<file path="src/rtl/fir_sample_serializer_if.sv">
// Sample handshake between the FIR filter and the serial link transmitter.
//   sample_in     signed sample, valid when sample_valid is high
//   sample_valid  source has a sample this cycle
//   sample_ready  sink can take a sample; transfer when valid && ready
// master = sample source (filter), slave = serializer.
interface fir_sample_serializer_if #(
    parameter int DATA_W = 16
);
    logic signed [DATA_W-1:0] sample_in;
    logic                     sample_valid;
    logic                     sample_ready;

    modport master (
        output sample_in,
        output sample_valid,
        input  sample_ready
    );

    modport slave (
        input  sample_in,
        input  sample_valid,
        output sample_ready
    );
endinterface

</file>
<file path="src/rtl/fir_sample_serializer.sv">
// Transmit end of the filter sample stream. Buffers samples in a small FIFO
// and sends each one MSB-first on a left-justified serial audio link, the same
// sample in the left and the right slot. bclk/lrclk are divided from clock.
// Ports:
//   clock       system clock, posedge
//   reset_n     asynchronous reset, active HIGH despite the name
//   s_if        sample handshake (slave side)
//   bclk        bit clock, period 2*CLK_DIV clocks
//   lrclk       0 = left slot, 1 = right slot
//   sdata       serial data, updated on bclk falling events
//   underrun    one-cycle pulse when a frame starts with the FIFO empty
//   fifo_level  FIFO occupancy 0..FIFO_DEPTH
//
// state | meaning
// IDLE  | link quiet, waiting for the first sample
// RUN   | frames running back to back until reset
module fir_sample_serializer #(
    parameter int DATA_W     = 16,
    parameter int CLK_DIV    = 4,
    parameter int FIFO_DEPTH = 4
) (
    input  logic                          clock,
    input  logic                          reset_n,
    fir_sample_serializer_if.slave        s_if,
    output logic                          bclk,
    output logic                          lrclk,
    output logic                          sdata,
    output logic                          underrun,
    output logic [$clog2(FIFO_DEPTH):0]   fifo_level
);
    localparam int PTR_W = $clog2(FIFO_DEPTH);
    localparam int LVL_W = PTR_W + 1;
    localparam int DIV_W = $clog2(CLK_DIV);
    localparam int CNT_W = $clog2(2 * DATA_W);

    typedef enum logic {IDLE, RUN} state_t;

    state_t              state_q, state_d;
    logic [DATA_W-1:0]   mem_q [FIFO_DEPTH];
    logic [PTR_W-1:0]    rd_ptr_q, rd_ptr_d, wr_ptr_q, wr_ptr_d;
    logic [LVL_W-1:0]    level_q, level_d;
    logic [DIV_W-1:0]    div_q, div_d;
    logic [CNT_W-1:0]    bit_cnt_q, bit_cnt_d;
    logic [DATA_W-1:0]   shift_q, shift_d, hold_q, hold_d;
    logic                bclk_q, bclk_d, lrclk_q, lrclk_d, sdata_q, sdata_d;
    logic                underrun_q, underrun_d;
    logic                push, pop, fifo_empty;
    logic [CNT_W-1:0]    bit_nxt;
    logic [DATA_W-1:0]   head;

    assign s_if.sample_ready = (level_q != LVL_W'(FIFO_DEPTH));
    assign push       = s_if.sample_valid && s_if.sample_ready;
    assign fifo_empty = (level_q == '0);
    assign head       = mem_q[rd_ptr_q];

    always_comb begin
        state_d    = state_q;
        div_d      = div_q;
        bclk_d     = bclk_q;
        lrclk_d    = lrclk_q;
        sdata_d    = sdata_q;
        bit_cnt_d  = bit_cnt_q;
        shift_d    = shift_q;
        hold_d     = hold_q;
        underrun_d = 1'b0;
        pop        = 1'b0;
        bit_nxt    = '0;
        case (state_q)
            IDLE: begin
                div_d     = '0;
                bclk_d    = 1'b0;
                bit_cnt_d = '0;
                if (!fifo_empty) begin
                    state_d = RUN;
                    pop     = 1'b1;
                    hold_d  = head;
                    shift_d = head;
                    sdata_d = head[DATA_W-1];
                    lrclk_d = 1'b0;
                end
            end
            default: begin
                if (div_q == DIV_W'(CLK_DIV - 1)) begin
                    div_d  = '0;
                    bclk_d = ~bclk_q;
                    // bclk high at terminal count: falling event, advance one bit
                    if (bclk_q) begin
                        bit_nxt   = (bit_cnt_q == CNT_W'(2 * DATA_W - 1)) ? '0 : bit_cnt_q + 1'b1;
                        bit_cnt_d = bit_nxt;
                        lrclk_d   = (bit_nxt >= CNT_W'(DATA_W));
                        if (bit_nxt == CNT_W'(DATA_W)) begin
                            // right slot repeats the sample from the hold copy
                            shift_d = hold_q;
                            sdata_d = hold_q[DATA_W-1];
                        end else if (bit_nxt == '0) begin
                            if (!fifo_empty) begin
                                pop     = 1'b1;
                                hold_d  = head;
                                shift_d = head;
                                sdata_d = head[DATA_W-1];
                            end else begin
                                hold_d     = '0;
                                shift_d    = '0;
                                sdata_d    = 1'b0;
                                underrun_d = 1'b1;
                            end
                        end else begin
                            shift_d = shift_q << 1;
                            sdata_d = shift_q[DATA_W-2];
                        end
                    end
                end else begin
                    div_d = div_q + 1'b1;
                end
            end
        endcase

        rd_ptr_d = rd_ptr_q + PTR_W'(pop);
        wr_ptr_d = wr_ptr_q + PTR_W'(push);
        case ({push, pop})
            2'b10:   level_d = level_q + 1'b1;
            2'b01:   level_d = level_q - 1'b1;
            default: level_d = level_q;
        endcase
    end

    always_ff @(posedge clock or posedge reset_n) begin
        if (reset_n) begin
            state_q    <= IDLE;
            rd_ptr_q   <= '0;
            wr_ptr_q   <= '0;
            level_q    <= '0;
            div_q      <= '0;
            bit_cnt_q  <= '0;
            shift_q    <= '0;
            hold_q     <= '0;
            bclk_q     <= 1'b0;
            lrclk_q    <= 1'b0;
            sdata_q    <= 1'b0;
            underrun_q <= 1'b0;
        end else begin
            state_q    <= state_d;
            rd_ptr_q   <= rd_ptr_d;
            wr_ptr_q   <= wr_ptr_d;
            level_q    <= level_d;
            div_q      <= div_d;
            bit_cnt_q  <= bit_cnt_d;
            shift_q    <= shift_d;
            hold_q     <= hold_d;
            bclk_q     <= bclk_d;
            lrclk_q    <= lrclk_d;
            sdata_q    <= sdata_d;
            underrun_q <= underrun_d;
        end
    end

    // FIFO storage carries no reset; occupancy is tracked by level_q alone.
    always_ff @(posedge clock) begin
        if (push) mem_q[wr_ptr_q] <= s_if.sample_in;
    end

    assign bclk       = bclk_q;
    assign lrclk      = lrclk_q;
    assign sdata      = sdata_q;
    assign underrun   = underrun_q;
    assign fifo_level = level_q;
endmodule

</file>
<file path="src/flat_wrapper.sv">
// flat-port wrapper written by rule: the top's interface ports become plain ports
module fir_sample_serializer_flat 
#(
    parameter int DATA_W     = 16,
    parameter int CLK_DIV    = 4,
    parameter int FIFO_DEPTH = 4
)
  (clock, reset_n, bclk, lrclk, sdata, underrun, fifo_level, s_if_sample_in, s_if_sample_valid, s_if_sample_ready);
  fir_sample_serializer_if #(.DATA_W(DATA_W)) s_if_i ();
  input  logic clock;
  input  logic reset_n;
  output logic bclk;
  output logic lrclk;
  output logic sdata;
  output logic underrun;
  output logic [$clog2(FIFO_DEPTH):0] fifo_level;
  input wire logic [$bits(s_if_i.sample_in)-1:0] s_if_sample_in;
  input wire logic [$bits(s_if_i.sample_valid)-1:0] s_if_sample_valid;
  output wire logic [$bits(s_if_i.sample_ready)-1:0] s_if_sample_ready;
  assign s_if_i.sample_in = s_if_sample_in;
  assign s_if_i.sample_valid = s_if_sample_valid;
  assign s_if_sample_ready = s_if_i.sample_ready;
  fir_sample_serializer #(.DATA_W(DATA_W), .CLK_DIV(CLK_DIV), .FIFO_DEPTH(FIFO_DEPTH)) u_core (.clock(clock), .reset_n(reset_n), .s_if(s_if_i), .bclk(bclk), .lrclk(lrclk), .sdata(sdata), .underrun(underrun), .fifo_level(fifo_level));
endmodule
</file>
<file path="config.mk">
export PLATFORM = sky130hd
export DESIGN_NAME = fir_sample_serializer_flat
export DESIGN_NICKNAME = d
export VERILOG_FILES = /design/src/rtl/fir_sample_serializer_if.sv /design/src/rtl/fir_sample_serializer.sv /design/src/flat_wrapper.sv
export SDC_FILE = /design/constraint.sdc
export NUM_CORES = 1
export LEC_CHECK = 0
export CAP_MARGIN = 20
export CELL_PAD_IN_SITES_DETAIL_PLACEMENT = 0
export CELL_PAD_IN_SITES_GLOBAL_PLACEMENT = 1
export CORE_MARGIN = 3
export CORE_UTILIZATION = 50
export CTS_CLUSTER_DIAMETER = 80
export DETAILED_ROUTE_END_ITERATION = 7
export GPL_ROUTABILITY_DRIVEN = 1
export PLACE_DENSITY = 0.9
export SYNTH_ARGS = -nofsm -noshare
export SYNTH_HDL_FRONTEND = slang
export SYNTH_SLANG_ARGS = --single-unit
</file>
<file path="constraint.sdc">
create_clock -name clock -period 7.4 [get_ports clock]
set_input_delay 1.48 -clock clock [delete_from_list [all_inputs] [get_ports clock]]
set_output_delay 1.48 -clock clock [all_outputs]
set_load 0.03 [all_outputs]
</file>
==> qor.yml, run 1 <==
crit_path_top_delay_cell: "ha_1"
drv_slew: 0
cts_tree: "built"
power_density_nw_per_um2: 308
status: "finished, final reports clean"
synth_nets: 400
power.internal_mw: 1.41
cts_buffer_depth: 2
first_iter_violations: 214
initial_core_util_pct: 51.7
worstPathCellList: "ha_1 -> and3_1 -> ha_1 -> nor2_1 -> mux2i_2 -> a31oi_4 -> inv_1 -> ha_1 -> inv_1 -> fa_1 -> xor2_1 -> nor2_1 -> xor2_1"
drive_gt1_share_pct: 16.5
grt_use_total_pct: 19.2
synth_top_area_cell: "edfxtp_1"
dr.pass1.iters: 5
post-route-drc-count: 0
period_needed_ps: 4010
arrival_ps: 4450
numCtsBuffers: 17
hold_path.class: "reg -> reg"
finalSetupTns_ps: 0
core_sq_um: 9820
wire_per_inst_um: 19.0
cp_max_fo: 30
p_comb_share_pct: 11.8
yosysMostFrequentCell: "edfxtp_1"
clk_latency_ps: 520
pin_count: 27
vias: 3255
chipHeight_um: 107
yosysTopAreaCellShare_pct: 37.9
finalHoldViolations: 0
synthTopCellsByCount: "edfxtp_1 (64), dfrtp_1 (50), nor2_1 (24)"
p_leak_nw: 2.34
grt_first_pass_wirelength_um: 16800
cts_resized: 0
start_kind: "flop"
slew_headroom_pct: 31.2
peakVddDrop_v: 0.000257
cp.required_ps: 7840
via_per_inst: 5.96
htree_levels: 4
die_x_um: 107
fin_util_pct: 61.9
p_seq_share_pct: 42.9
crit_family: "adder cells"
layout.nets: 426
grt_pass1_vias: 3246
grt_max_degree: 51
yosys_warnings: 0
path_clk_slew_ps: 60
max-cap-violations: 0
slowest_delay_ps: 830
avgSynthCellArea_sq_um: 13.6
dpl.hpwl_um: 5850
synthToLayoutAreaGrowth_pct: 19.8
fmax_mhz: 250
setup_viol: 0
netlist_top_cells_area: "edfxtp_1 (38%), dfrtp_1 (25%), mux2i_1 (3.0%), mux2_2 (2.9%), a21oi_1 (2.3%)"
row_count: 36
die-area_sq_um: 11400
yosysUniqueCellTypes: 49
finClkSkew_ps: 12.1
yosysSeqAreaShare_pct: 62.6
tightest_slew_ps: 1030
fin_crit_sh_pct: 54.1
end_kind: "flop"
port_buffers: 26
cpMostUsedCell: "ha_1"
p_switching_mw: 0.467
gp_congestion: 0.796
insertedDiodeCount: 0
root_buffer: "clkbuf_8"
ctsHoldBuffers: 0
synth_edf_count: 64
post-cts-setup-buffers: 0
crit_buf_inv: 2
syn_area_sq_um: 5070
grt_overflow: 0
antenna_found_initial: 0
crit_type: "reg -> reg"
switching_share_pct: 24.9
drtAntennaViolNets: 0
async_flop_share_pct: 43.9
synthCells: 374
synth-seq-cells: 114
rsz0062_at_grt: "false"
clockPowerShare_pct: 45.4
cts.sinks: 114
drt_wl_total_um: 10400
ys.flop_type: "edfxtp_1"
==> power groups by stage <==
stage	sequential [mW]	combinational (mW)	clock [mW]
finish	0.803	0.221	0.850
global placement	0.808	0.214	0
global route	0.812	0.243	0.894
detailed placement	0.813	0.221	0
CTS	0.802	0.223	0.860
floorplan	0.821	0.121	0
==> worst register-to-register path, cell delays in order (launching register included) <==
cell and delay, ps:
dfrtp_1 450, ha_1 310, and3_1 200, ha_1 830, nor2_1 130, mux2i_2 400
a31oi_4 380, inv_1 200, ha_1 200, inv_1 60, fa_1 370, xor2_1 150
nor2_1 110, xor2_1 140
==> logic make-up after synthesis <==
group / count (synthesis) / share of synthesized area [%]
flip-flops: 114 / 62.6
AO/OA/AOI/OAI: 95 / 14.6
AND/OR/NAND/NOR: 75 / 7.52
buffers and inverters: 41 / 3.72
multiplexers: 34 / 8.34
XOR/XNOR: 8 / 1.38
adder cells (fa/ha/maj): 7 / 1.87
==> sequential cells by signal (all words and copies together), names as in the netlist <==
| signal | count |
|---|---|
| u_core.mem_q | 64 |
| u_core.hold_q | 16 |
| u_core.shift_q | 15 |
| u_core.bit_cnt_q | 5 |
| u_core.fifo_level | 3 |
| u_core.div_q | 2 |
| u_core.rd_ptr_q | 2 |
| u_core.wr_ptr_q | 2 |
| u_core.bclk | 1 |
| u_core.lrclk | 1 |
| u_core.sdata | 1 |
| u_core.state_q | 1 |
| u_core.underrun | 1 |
==> metal layers <==
| metal | track usage (%) | vias to the layer above | share of wire [%] |
|---|---|---|---|
| met5 | 0 | - | 0 |
| met4 | 7.58 | 0 | 1.8 |
| met3 | 4.76 | 15 | 4.5 |
| met2 | 30.8 | 97 | 50 |
| met1 | 25.3 | 1657 | 43 |
| li1 | - | 1486 | - |
==> path summary, 6_finish.rpt <==
path / start / to / slack [ps] / depth (start not counted)
setup / recovery: u_core.bit_cnt_q[0] / u_core.fifo_level[2] / 3390 / 13
hold / removal: u_core.div_q[0] / u_core.div_q[0] / 440 / 1
setup reg to reg: u_core.bit_cnt_q[0] / u_core.fifo_level[2] / 3390 / 13
hold reg to reg: u_core.div_q[0] / u_core.div_q[0] / 440 / 1
max in group asynchronous: reset_n / u_core.shift_q[4] / 5750 / 3
min in group asynchronous: reset_n / u_core.lrclk / 1180 / 2
==> area by class of cell <==
cell class | count | area, sq um
clock buffer | 20 | 435
tap | 133 | 166
sequential | 114 | 3170
timing repair buffer | 33 | 345
clock inverter | 12 | 183
fill | 752 | 3740
multi-input combinational | 219 | 1720
inverter | 15 | 56.3
==> layout by cell type (no fill, tap or decap), drive strengths merged, types with 16 or more instances in the layout <==
cell type and instances:
nor2 24, clkbuf 20, dfrtp 50, edfxtp 64
clkdlybuf4s50 26, inv 16, a21oi 23, mux2i 16
==> through the flow <==
step | worst slack, ps | power [mW] | std cells | hold slack [ps] | area, sq um
3_5_place_dp | 3430 | 1.03 | 512 | 427 | 5410
5_1_grt | 3080 | 1.95 | 546 | 460 | 6070
4_1_cts | 3410 | 1.89 | 544 | 438 | 6030
3_3_place_gp | 3590 | 1.02 | 512 | 416 | 5410
2_1_floorplan | 4300 | 0.942 | 374 | 403 | 5070
6_report | 3390 | 1.87 | 546 | 438 | 6070
Power figures use the tool's default switching activity.
==> run 2, diff against run 1 <==
==> constraint.sdc (replaced) <==
create_clock -name clock -period 4.1 [get_ports clock]
set_input_delay 0.82 -clock clock [delete_from_list [all_inputs] [get_ports clock]]
set_output_delay 0.82 -clock clock [all_outputs]
set_load 0.03 [all_outputs]
==> qor.yml, run 2 (synthesized netlist as in run 1, its figures left out) <==
die_x_um: 107
cts_resized: 0
drtAntennaViolNets: 0
crit_path_start: "u_core.bit_cnt_q[0]"
chipHeight_um: 107
slew_headroom_pct: 41.5
gp_congestion: 0.745
insertedDiodeCount: 0
hold_path.class: "reg -> reg"
largest_reg_flops: 64
peakVddDrop_v: 0.000402
cts.sinks: 114
holdWs_ps: 433
fin_crit_sh_pct: 81.1
grt_use_total_pct: 19.4
first_iter_violations: 255
initial_core_util_pct: 51.7
tightest_slew_ps: 878
antenna_found_initial: 0
cp_max_fo: 25
port_buffers: 26
cts_tree: "built"
core_sq_um: 9820
dr.pass1.iters: 4
rrSetupSlack_ps: 780
cp.required_ps: 4540
start_kind: "flop"
die-area_sq_um: 11400
top_register: "u_core.mem_q"
pin_count: 27
post-cts-setup-buffers: 0
status: "finished, final reports clean"
clk_latency_ps: 520
hold_depth: 1
timing.rr.end: "u_core.fifo_level[2]"
grt_first_pass_wirelength_um: 16700
grt_pass1_vias: 3307
htree_levels: 4
r2r_cells: 14
period_needed_ps: 3320
fin_util_pct: 62.4
path_clk_slew_ps: 60
drt_wl_total_um: 10200
end_kind: "flop"
via_per_inst: 5.82
final_common_cell: "edfxtp_1"
finalHoldViolations: 0
worstReg2RegStart: "u_core.bit_cnt_q[0]"
post-route-drc-count: 0
arrival_ps: 3770
grt_max_degree: 51
row_count: 36
max-cap-violations: 0
finClkSkew_ps: 6.54
finalSetupTns_ps: 0
ctsHoldBuffers: 0
root_buffer: "clkbuf_8"
numCtsBuffers: 17
power_density_nw_per_um2: 557
drive_gt1_share_pct: 17.9
drv_slew: 0
synthToLayoutAreaGrowth_pct: 20.8
crit_type: "reg -> reg"
vias: 3209
fmax_mhz: 301
rsz0062_at_grt: "false"
reg_top3: "u_core.mem_q (64), u_core.hold_q (16), u_core.shift_q (15)"
cts_buffer_depth: 2
final_cell_mix: "edfxtp_1 (64), dfrtp_1 (50), clkdlybuf4s50_1 (26)"
layout.nets: 431
endpoint: "u_core.fifo_level[2]"
dpl.hpwl_um: 5990
wire_per_inst_um: 18.5
p_leak_nw: 2.38
grt_overflow: 0
setup_viol: 0
==> run 2: changes by cell type in the layout (fill, tap and decap cells not counted), sizes merged <==
| cell | previous run | this run |
|---|---|---|
| buf | 7 | 12 |
| inv | 16 | 21 |
| clkbuf | 20 | 17 |
| clkinvlp | 3 | 1 |
==> run 2: layout make-up <==
class	instances	area, sq um
clock buffers	17	414
clock inverters	15	220
fillers	760	3690
inverters	15	56.3
multi-input cells	219	1720
flip-flops and latches	114	3170
well taps	133	166
repair buffers	38	383
==> run 2: how the worst min path moves through the flow <==
stage                    start               to  slack (ps)
2_1_floorplan  u_core.div_q[0]  u_core.div_q[0]         400
3_3_place_gp   u_core.div_q[0]  u_core.div_q[0]         420
3_5_place_dp   u_core.div_q[0]  u_core.div_q[0]         430
4_1_cts        u_core.div_q[0]  u_core.div_q[0]         440
5_1_grt        u_core.div_q[0]  u_core.div_q[0]         470
6_report       u_core.div_q[0]  u_core.div_q[0]         430
==> run 2: where the power goes <==
group | internal (mW) | leakage [nW] | switching [mW]
Sequential | 1.38 | 1.18 | 0.0699
Clock | 1.01 | 0.308 | 0.556
Combinational | 0.150 | 0.893 | 0.251
Total | 2.54 | 2.38 | 0.877
==> run 2: routing by layer <==
layer  track usage [%]  vias to the layer above  share of wire, %
met2              32.1                       79                51
met4              8.13                        0               1.4
met3              4.70                       11               5.2
met5                 0                        -                 0
li1                  -                     1502                 -
met1              24.5                     1617                42
==> run 2: worst max-delay path, stage by stage, from the launching register on <==
cell and delay (ps):
dfrtp_1 440, ha_1 310, and3_1 190, ha_1 250, buf_4 300, nor2_1 80
mux2i_2 360, a31oi_4 150, inv_1 110, ha_1 200, inv_1 70, fa_1 380
xor2_1 150, nor2_1 110, xor2_1 140
==> run 2: stage by stage <==
| stage | instance area (sq um) | power (mW) | cells | setup WS [ps] |
|---|---|---|---|---|
| 3_3_place_gp | 5450 | 1.85 | 517 | 950 |
| 5_1_grt | 6130 | 3.54 | 551 | 428 |
| 4_1_cts | 6080 | 3.43 | 549 | 817 |
| 6_report | 6130 | 3.41 | 551 | 777 |
| 3_5_place_dp | 5450 | 1.87 | 517 | 874 |
| 2_1_floorplan | 5070 | 1.70 | 374 | 1160 |
==> run 3, diff against run 2 <==
==> constraint.sdc (replaced) <==
create_clock -name clock -period 3.5 [get_ports clock]
set_input_delay 0.7 -clock clock [delete_from_list [all_inputs] [get_ports clock]]
set_output_delay 0.7 -clock clock [all_outputs]
set_load 0.03 [all_outputs]
==> qor.yml, run 3 (synthesized netlist as in run 1, its figures left out) <==
grt_overflow: 0
cp.required_ps: 3930
hold_path.class: "reg -> reg"
finalSetupTns_ps: 0
period_needed_ps: 3000
p_leak_nw: 2.35
grt_pass1_vias: 3305
max-cap-violations: 0
post-cts-setup-buffers: 0
largest_reg_flops: 64
grt_max_degree: 51
insertedDiodeCount: 0
nFillCells: 762
drt_wl_total_um: 10300
arrival_ps: 3430
dr.pass1.iters: 4
holdWs_ps: 435
end_kind: "flop"
cts.sinks: 114
wire_per_inst_um: 18.7
cts_resized: 0
antenna_found_initial: 0
place_inst: 518
die-area_sq_um: 11400
final_common_cell: "edfxtp_1"
numCtsBuffers: 17
ctsHoldBuffers: 0
final_cell_mix: "edfxtp_1 (64), dfrtp_1 (50), clkdlybuf4s50_1 (26)"
vias: 3233
row_count: 36
gp_congestion: 0.758
pin_count: 27
fin_crit_sh_pct: 85.6
layout.nets: 431
core_sq_um: 9820
die_x_um: 107
drive_gt1_share_pct: 17.7
cts_buffer_depth: 2
crit_type: "reg -> reg"
fmax_mhz: 334
cp_max_fo: 7
post-route-drc-count: 0
grt_first_pass_wirelength_um: 17000
grt_use_total_pct: 19.3
finalHoldViolations: 0
power_density_nw_per_um2: 641
fin_cells: 551
htree_levels: 4
drtAntennaViolNets: 0
setup_viol: 0
reg_top3: "u_core.mem_q (64), u_core.hold_q (16), u_core.shift_q (15)"
cts_tree: "built"
root_buffer: "clkbuf_8"
status: "finished, final reports clean"
clk_latency_ps: 510
port_buffers: 26
drv_slew: 0
dpl.hpwl_um: 6140
synthToLayoutAreaGrowth_pct: 19.7
slew_headroom_pct: 45.1
finClkSkew_ps: 7.78
rsz0062_at_grt: "false"
top_register: "u_core.mem_q"
peakVddDrop_v: 0.000383
chipHeight_um: 107
start_kind: "flop"
initial_core_util_pct: 51.7
tightest_slew_ps: 824
via_per_inst: 5.87
first_iter_violations: 232
path_clk_slew_ps: 60
==> run 3: cell types whose count changed in the layout (fill, tap and decap cells not counted) <==
cell	previous run	this run
clkinv_4	4	3
clkinv_2	0	1
inv_8	2	0
bufinv_16	4	3
buf_16	1	0
clkinvlp_4	1	3
buf_4	10	11
clkinv_1	0	1
==> run 3: layout make-up <==
class | count | area (sq um) | area share (%)
repair buffers | 38 | 363 | 5.98
flip-flops and latches | 114 | 3170 | 52.3
multi-input cells | 219 | 1720 | 28.3
inverters | 15 | 56.3 | 0.927
clock inverters | 15 | 183 | 3.01
well taps | 133 | 166 | 2.74
clock buffers | 17 | 414 | 6.82
==> run 3: worst max-delay path, stage by stage, from the launching register on <==
cell and delay [ps]:
dfrtp_1 450, ha_1 320, and3_1 190, ha_1 270
nor2b_1 90, mux2i_2 350, a31oi_4 140, inv_1 110
ha_1 180, inv_1 60, fa_1 370, xor2_1 150
nor2_1 110, xor2_1 140
==> run 3: worst paths after layout <==
| check | slack (ps) | start | to | depth (start not counted) |
|---|---|---|---|---|
| max | 500 | u_core.bit_cnt_q[0] | u_core.fifo_level[2] | 13 |
| min | 440 | u_core.div_q[0] | u_core.div_q[0] | 1 |
| max reg2reg | 500 | u_core.bit_cnt_q[0] | u_core.fifo_level[2] | 13 |
| min reg2reg | 440 | u_core.div_q[0] | u_core.div_q[0] | 1 |
| max in group asynchronous | 2490 | reset_n | u_core.hold_q[6] | 3 |
| min in group asynchronous | 490 | reset_n | u_core.fifo_level[2] | 2 |
==> run 3: per-stage QoR <==
step / setup slack (ps) / power (mW) / area (sq um) / utilization [%]
after floorplan: 561 / 1.99 / 5070 / -
after global placement: 634 / 2.16 / 5450 / 55.5
after detailed placement: 538 / 2.19 / 5450 / 55.5
after CTS: 517 / 3.91 / 6050 / 61.6
after global routing: 309 / 4.05 / 6070 / 61.8
final: 504 / 3.89 / 6070 / 61.8
==> run 3: metal layers <==
layer | vias up | global-route usage (%) | routed length, um | part of all wire, %
met5 | - | 0 | 0 | 0
met3 | 12 | 6.44 | 613 | 5.9
li1 | 1502 | - | - | -
met2 | 95 | 31.9 | 5210 | 50
met1 | 1624 | 24.1 | 4390 | 43
met4 | 0 | 6.03 | 108 | 1.0
==> run 3: power breakdown <==
| part | total, mW | internal [mW] | leakage, nW | switching (mW) |
|---|---|---|---|---|
| sequential | 1.70 | 1.62 | 1.18 | 0.0813 |
| clock | 1.73 | 1.09 | 0.283 | 0.636 |
| combinational | 0.465 | 0.175 | 0.883 | 0.289 |
| total | 3.89 | 2.89 | 2.35 | 1.01 |
